## config.mk

```make
export PLATFORM = sky130hd
export DESIGN_NAME = reg_bank_wr
export DESIGN_NICKNAME = d
export VERILOG_FILES = /design/src/rtl/reg_bank_pkg.sv /design/src/rtl/demux1to4.sv /design/src/rtl/reg_bank_wr.sv
export SDC_FILE = /design/constraint.sdc
export NUM_CORES = 1
export LEC_CHECK = 0
export CORE_MARGIN = 5
export CORE_UTILIZATION = 47
export CTS_CLUSTER_SIZE = 40
export DETAILED_ROUTE_END_ITERATION = 10
export PLACE_DENSITY = 0.84
export SLEW_MARGIN = 20
export SYNTH_ARGS = -nofsm -noshare
export SYNTH_HDL_FRONTEND = slang
export SYNTH_SLANG_ARGS = --single-unit
```

## constraint.sdc

```tcl
create_clock -name clk -period 3.44 [get_ports clk]
set_clock_uncertainty 0.15 [all_clocks]
set_input_delay 0.688 -clock clk [delete_from_list [all_inputs] [get_ports clk]]
set_output_delay 0.688 -clock clk [all_outputs]
set_load 0.05 [all_outputs]
```

## src/rtl/reg_bank_pkg.sv

```systemverilog
// Shared definitions for the 4-entry register bank: sizes and the controller
// state encoding reused by the write side and any future bank controller.
package reg_bank_pkg;

    localparam int NREG   = 4;
    localparam int ADDR_W = 2;

    typedef enum logic {
        ST_IDLE  = 1'b0,
        ST_CLEAR = 1'b1
    } bank_state_e;

endpackage

```

## src/rtl/demux1to4.sv

```systemverilog
// 1-to-4 enable decoder; the write-side counterpart of the bank's 4:1 read mux.
module demux1to4
    import reg_bank_pkg::*;
(
    input  logic [ADDR_W-1:0] sel,
    input  logic              en,
    output logic [NREG-1:0]   out
);

    always_comb begin
        out = '0;
        if (en) begin
            out[sel] = 1'b1;
        end
    end

endmodule

```

## src/rtl/reg_bank_wr.sv

```systemverilog
// Write side of the 4-entry register bank: valid/ready writes into four
// registers plus a one-register-per-cycle clear sweep.
module reg_bank_wr
    import reg_bank_pkg::*;
#(
    parameter int WIDTH = 8
) (
    input  logic                  clk,
    input  logic                  rst_n,
    input  logic                  wr_valid,
    output logic                  wr_ready,
    input  logic [ADDR_W-1:0]     wr_addr,
    input  logic [WIDTH-1:0]      wr_data,
    output logic                  wr_ack,
    input  logic                  clr_req,
    output logic                  clr_busy,
    output logic                  clr_done,
    output logic [NREG-1:0]       wr_en,
    output logic [NREG*WIDTH-1:0] q
);

    bank_state_e       state_q, state_d;
    logic [ADDR_W-1:0] clr_idx_q, clr_idx_d;
    logic              wr_ack_q, wr_ack_d;
    logic              clr_done_q, clr_done_d;
    logic              clr_busy_q, clr_busy_d;
    logic [WIDTH-1:0]  regs_q [NREG];
    logic [WIDTH-1:0]  regs_d [NREG];
    logic [ADDR_W-1:0] dec_sel;
    logic              dec_en;

    always_comb begin
        state_d    = state_q;
        clr_idx_d  = clr_idx_q;
        wr_ack_d   = 1'b0;
        clr_done_d = 1'b0;
        wr_ready   = 1'b0;
        dec_sel    = wr_addr;
        dec_en     = 1'b0;
        case (state_q)
            ST_IDLE: begin
                wr_ready = 1'b1;
                dec_en   = wr_valid;
                wr_ack_d = wr_valid;
                // A write arriving with clr_req still commits; the sweep follows.
                if (clr_req) begin
                    state_d   = ST_CLEAR;
                    clr_idx_d = '0;
                end
            end
            ST_CLEAR: begin
                dec_sel   = clr_idx_q;
                dec_en    = 1'b1;
                clr_idx_d = clr_idx_q + 2'd1;
                if (clr_idx_q == 2'd3) begin
                    state_d    = ST_IDLE;
                    clr_done_d = 1'b1;
                end
            end
            default: begin
                state_d = ST_IDLE;
            end
        endcase
        clr_busy_d = (state_d == ST_CLEAR);
    end

    demux1to4 u_demux (
        .sel (dec_sel),
        .en  (dec_en),
        .out (wr_en)
    );

    always_comb begin
        for (int i = 0; i < NREG; i++) begin
            regs_d[i] = regs_q[i];
            if (wr_en[i]) begin
                regs_d[i] = (state_q == ST_CLEAR) ? '0 : wr_data;
            end
        end
    end

    always_ff @(posedge clk) begin
        if (!rst_n) begin
            state_q    <= ST_IDLE;
            clr_idx_q  <= '0;
            wr_ack_q   <= 1'b0;
            clr_done_q <= 1'b0;
            clr_busy_q <= 1'b0;
            for (int i = 0; i < NREG; i++) begin
                regs_q[i] <= '0;
            end
        end else begin
            state_q    <= state_d;
            clr_idx_q  <= clr_idx_d;
            wr_ack_q   <= wr_ack_d;
            clr_done_q <= clr_done_d;
            clr_busy_q <= clr_busy_d;
            for (int i = 0; i < NREG; i++) begin
                regs_q[i] <= regs_d[i];
            end
        end
    end

    always_comb begin
        for (int i = 0; i < NREG; i++) begin
            q[i*WIDTH +: WIDTH] = regs_q[i];
        end
    end

    assign wr_ack   = wr_ack_q;
    assign clr_done = clr_done_q;
    assign clr_busy = clr_busy_q;

endmodule

```

==> impl_metrics.tcl <==
set metrics [dict create \
    status "finished clean" \
    pin_count 54 \
    port_buffers 53 \
    crit_type "input port to output pin" \
    syn_area_per_cell_um2 10.0 \
    post_drt_wl_per_cell_um 15.6 \
    crit_chain "clkdlybuf4s50_1, nor4b_4, a21oi_2, inv_1, buf_4" \
    ys_warn_count 0 \
    cp.required_ns 2.60 \
    remaining_drc_errors 0 \
    grt_pass1_vias 1235 \
    drv_cap 0 \
    final_nets 215 \
    crit_arrival_ns 2.12 \
    first_pass_iters 4 \
    post_cts_buffers 0 \
    coreArea_um2 3030 \
    avgViaCountPerCell 4.84 \
    final_cell_mix "clkdlybuf4s50_1 (49), dfxtp_1 (37), nand2_1 (32), mux2i_1 (32), nand3_1 (10)" \
    path_buf_inv 3 \
    drt_iter0_drc 51 \
    syn-cell-area_um2 1480 \
    cts_buffer_depth 2 \
    grt_pass1_wl_um 6200 \
    grt_max_degree 26 \
    hold_buffers 0 \
    final_common_cell "clkdlybuf4s50_1" \
    overflow 0 \
    startpoint_type "input port" \
    die_area_um2 4360 \
    antenna_cells 0 \
    cts_resized 0 \
    drt_wl_total_um 3820 \
    cts-root-buf "clkbuf_4" \
    fp.dieH_um 66.0 \
    cts_tree "built" \
    vdd_drop_max_mv 0.306 \
    setup_violations 0 \
    clk_latency_ns 0.35 \
    tightest_slew_ns 0.699 \
    endpoint_kind "output pin" \
    via_count 1187 \
    antenna_found_initial 0 \
    crit_path_top_delay_cell "clkdlybuf4s50_1" \
    cp_slowest_stage_delay_ns 0.55 \
    area_delta_synth_final_pct 40.5 \
    timing.slew.headroom_pct 53.3 \
    num_rows 20 \
    drtAntennaViolNets 0 \
    rsz0062_at_grt "no" \
    clkSinkCount 37 \
    fin_crit_ns 2.96 \
    cts_buffers 5 \
    min_period_over_period_pct 86.1 \
    critPathMaxFanout 9 \
    hpwl_um 2900 \
    crit_family "buffers and inverters" \
    start_util_pct 48.8 \
    seq_area_frac_synth_pct 50.2 \
    fillers 233 \
    track_usage_pct 19.2 \
    synthCells 147 \
    tns_ns 0 \
    synth-seq-cells 37 \
    p_leak_nw 0.907 \
    max_freq_mhz 338 \
    synth_cell_types 24 \
    die_w_um 66.0 \
    dp_cells 237 \
    drive_gt1_share_pct 8.96 \
    maxSlewViolCount 0 \
    holdCritPathClass "flip-flop to flip-flop" \
    gp_congestion 0.806 \
    clkTransAtPathRegs_ns 0.11 \
    htreeDepth 2 \
    p_per_area_nw_per_um2 430 \
    instances_no_fill 245 \
    syn_nets 162 \
    hold_viol 0 \
]
==> sequential cells by signal (all words and copies together) (netlist names) <==
| register | cells |
|---|---|
| clr_busy | 1 |
| clr_done | 1 |
| clr_idx_q | 2 |
| regs_q | 32 |
| wr_ack | 1 |
==> layer usage <==
layer / share of wire, % / wire [µm] / global-route usage (%) / up-vias
met3: 4.4 / 166 / 5.78 / 6
met5: 0 / 0 / 0 / -
met2: 52 / 1990 / 33.8 / 31
met4: 1.4 / 55 / 6.85 / 0
li1: - / - / - / 597
met1: 42 / 1600 / 21.9 / 553
==> cell type report <==
| class | instances | area, µm² | share of cell area [%] |
|---|---|---|---|
| Sequential cell | 37 | 741 | 35.7 |
| Multi-Input combinational cell | 94 | 646 | 31.1 |
| Timing Repair Buffer | 57 | 563 | 27.1 |
| Tap cell | 44 | 55.1 | 2.65 |
| Clock buffer | 6 | 41.3 | 1.99 |
| Inverter | 5 | 18.8 | 0.905 |
| Clock inverter | 2 | 10.0 | 0.483 |
==> Yosys cell counts, drive strengths merged <==
cell type,number,share of area (%)
nor4b,1,1.6
o21ai,2,0.68
ha,1,0.85
and2b,1,0.51
a21oi,4,1.6
and3,2,0.85
and2,1,0.42
nor2b,2,0.85
nand2b,1,0.42
nor2,1,0.25
nor3b,1,0.51
nor4bb,1,0.68
and4bb,1,0.85
buf,8,4.1
nand3,10,3.4
dfxtp,37,50
clkbuf,3,0.76
inv,5,1.3
mux2i,32,22
nand2,32,8.1
a31oi,1,0.42
==> power by group <==
part,internal [W],total (W),switching [W]
Clock,0.0000779,0.000226,0.000148
Sequential,0.000447,0.000460,0.0000131
Combinational,0.0000755,0.000206,0.000130
==> cells by family (layout without fill, tap and decap cells) <==
logic type,after synthesis,count (layout),share of synthesized area (%)
and+or+nand+nor,54,54,18.5
DFF,37,37,50.2
muxes,32,32,21.7
buffers and inverters,16,70,6.10
AOI/OAI and AO/OA,7,7,2.71
adders and majority gates,1,1,0.847
==> worst register-to-register path: stages, from the launching register on <==
cell      delay (ns)
dfxtp_1         0.60
and4bb_2        0.30
a21oi_1         0.16
buf_4           0.22
mux2i_1         0.23
==> through the flow <==
stage	power, W	worst slack (ns)	instance area [µm²]	hold slack, ns	utilization [%]
after floorplan	0.000607	1.12	1480	0.380	-
after global placement	0.000671	0.499	2020	0.295	66.8
after detailed placement	0.000677	0.461	2020	0.303	66.8
after CTS	0.000893	0.463	2070	0.322	68.5
after global routing	0.000927	0.393	2070	0.347	68.5
final	0.000892	0.477	2070	0.319	68.5
==> path summary, 6_finish.rpt <==
check,slack (ns),depth (start not counted),endpoint,startpoint
min,0.32,2,regs_q[2][7],regs_q[2][7]
max,0.48,5,wr_en[0],wr_addr[0]
max reg2reg,1.71,4,regs_q[2][4],clr_busy
min reg2reg,0.32,2,regs_q[2][7],regs_q[2][7]
No activity file was read; power rests on OpenSTA's default activity.
==> RTL edit: new RTL, config.mk and constraints unchanged <==
Reset style: asynchronous (`rst_n`), changed in one clocked block.
--- a/src/rtl/reg_bank_wr.sv
+++ b/src/rtl/reg_bank_wr.sv
@@ -79,7 +79,7 @@
         end
     end
 
-    always_ff @(posedge clk) begin
+    always_ff @(posedge clk or negedge rst_n) begin
         if (!rst_n) begin
             state_q    <= ST_IDLE;
             clr_idx_q  <= '0;
Check against the original RTL: differs if rst_n is asserted again (counterexample within 4 cycles, from zero or initial values and one cycle with rst_n low); with rst_n held inactive, the same outputs for 10 cycles.
==> RTL edit against the original RTL <==
  * Design area up 7.2%
  * Setup slack better by 140 ps
  * Wire length shrank 14%
  * Maximum frequency is 5.0% higher
  * Sequential cell count stayed put
  * First-iteration DRC count shrank 45%
  * Area after synthesis is 5.1% higher
  * Die area grew 4.3%
Power is not compared: it rests on default switching activity, and its combinational part moved more than twofold at a synthesized area within 25%.
==> RTL edit: results (changes against the original RTL) <==
fraction of layout cells with a size suffix above 1 31.1% (+22 points); sequential fraction of the synthesis area 59.7% (+9.5 points); post-DP HPWL 2410 um (-17%); largest cells by area after synthesis dfrtp_1 60%, mux2_2 20%, mux2_4 3.9%, nor2b_1 3.6%, o22ai_4 2.6%; outcome finished clean; Commonest cells post-synth 37 x dfrtp_1, 28 x mux2_2, 9 x nor2b_1, 5 x nand2_1, 4 x mux2_4; WL per Instance 16.1 um (+3.2%); syn nets 116 (-28%); normalized max-slew margin 46.1% (-7.2 points); vias in the first global route 1080 (-13%); Total Routing Usage GR 16.3% (-3.0 points); flop-to-flop setup slack 1500 ps (-210 ps); via count 1012 (-15%); ys async rst share 100% (+100 points); Placer Congestion 0.778 (-3.5%); global-route wire length before repair 5290 um (-15%); Hold WC Path Type input pin to asynchronous set/reset pin; reg2reg end q[11]$_DFFE_PN0P_; Netlist cell types 17 (-29%); largest net degree at the start of global routing 38 (+46%); crit path DAT 1980 ps (-140 ps); final net count 176 (-18%); Iter 0 DRT Violations 28 (-45%); Pre-Repair DR Iteration Count 3 (-1); Skew-Pair Late Insertion Delay 330 ps (-20 ps); area leader, netlist dfrtp_1
[RTL edit: power breakdown]
group | internal [uW] | switching (uW) | leakage [uW] | total (uW)
Sequential | 589 | 99.4 | 0.000492 | 689
Clock | 96.5 | 131 | 0.0000314 | 227
Combinational | 608 | 931 | 0.000494 | 1540
Total | 1290 | 1160 | 0.00102 | 2460
[RTL edit: cell type report]
class	count	area [um^2]
multi-input cells	58	588
clock buffers	7	55.1
inverters	3	11.3
well taps	44	55.1
fillers	228	880
flip-flops and latches	37	926
repair buffers	56	588
[RTL edit: worst register-to-register path, stage by stage (launching register included)]
cell	delay, ps
dfrtp_1	620
nand2_1	230
o32ai_4	220
buf_4	260
mux2_2	350
[RTL edit: worst max path at each step]
stage	to	slack (ps)
after floorplan	wr_en[0]	990
after global placement	wr_en[3]	640
after detailed placement	wr_en[3]	620
after CTS	wr_ready	590
after global routing	wr_ready	520
final	wr_ready	620
[RTL edit: stage by stage]
stage,instance area (um^2),power [uW],utilization (%),cells
3_3_place_gp,2170,2230,69.9,198
5_1_grt,2220,2570,71.7,205
4_1_cts,2220,2480,71.7,205
2_1_floorplan,1550,1710,-,101
6_report,2220,2460,71.7,205
3_5_place_dp,2170,2250,69.9,198
[RTL edit: routing by layer]
metal,track usage [%],up-vias,routed length [um]
met2,24.3,40,1480
met4,9.87,0,76
met5,0,-,0
met1,21.3,498,1520
li1,-,467,-
met3,3.99,7,213
[RTL edit: logic make-up after synthesis]
logic type,share of synthesized area (%)
mux,24.2
flops,59.7
simple gates,7.42
fa+ha+maj,0.806
compound gates,5.48
buf+inv,2.42
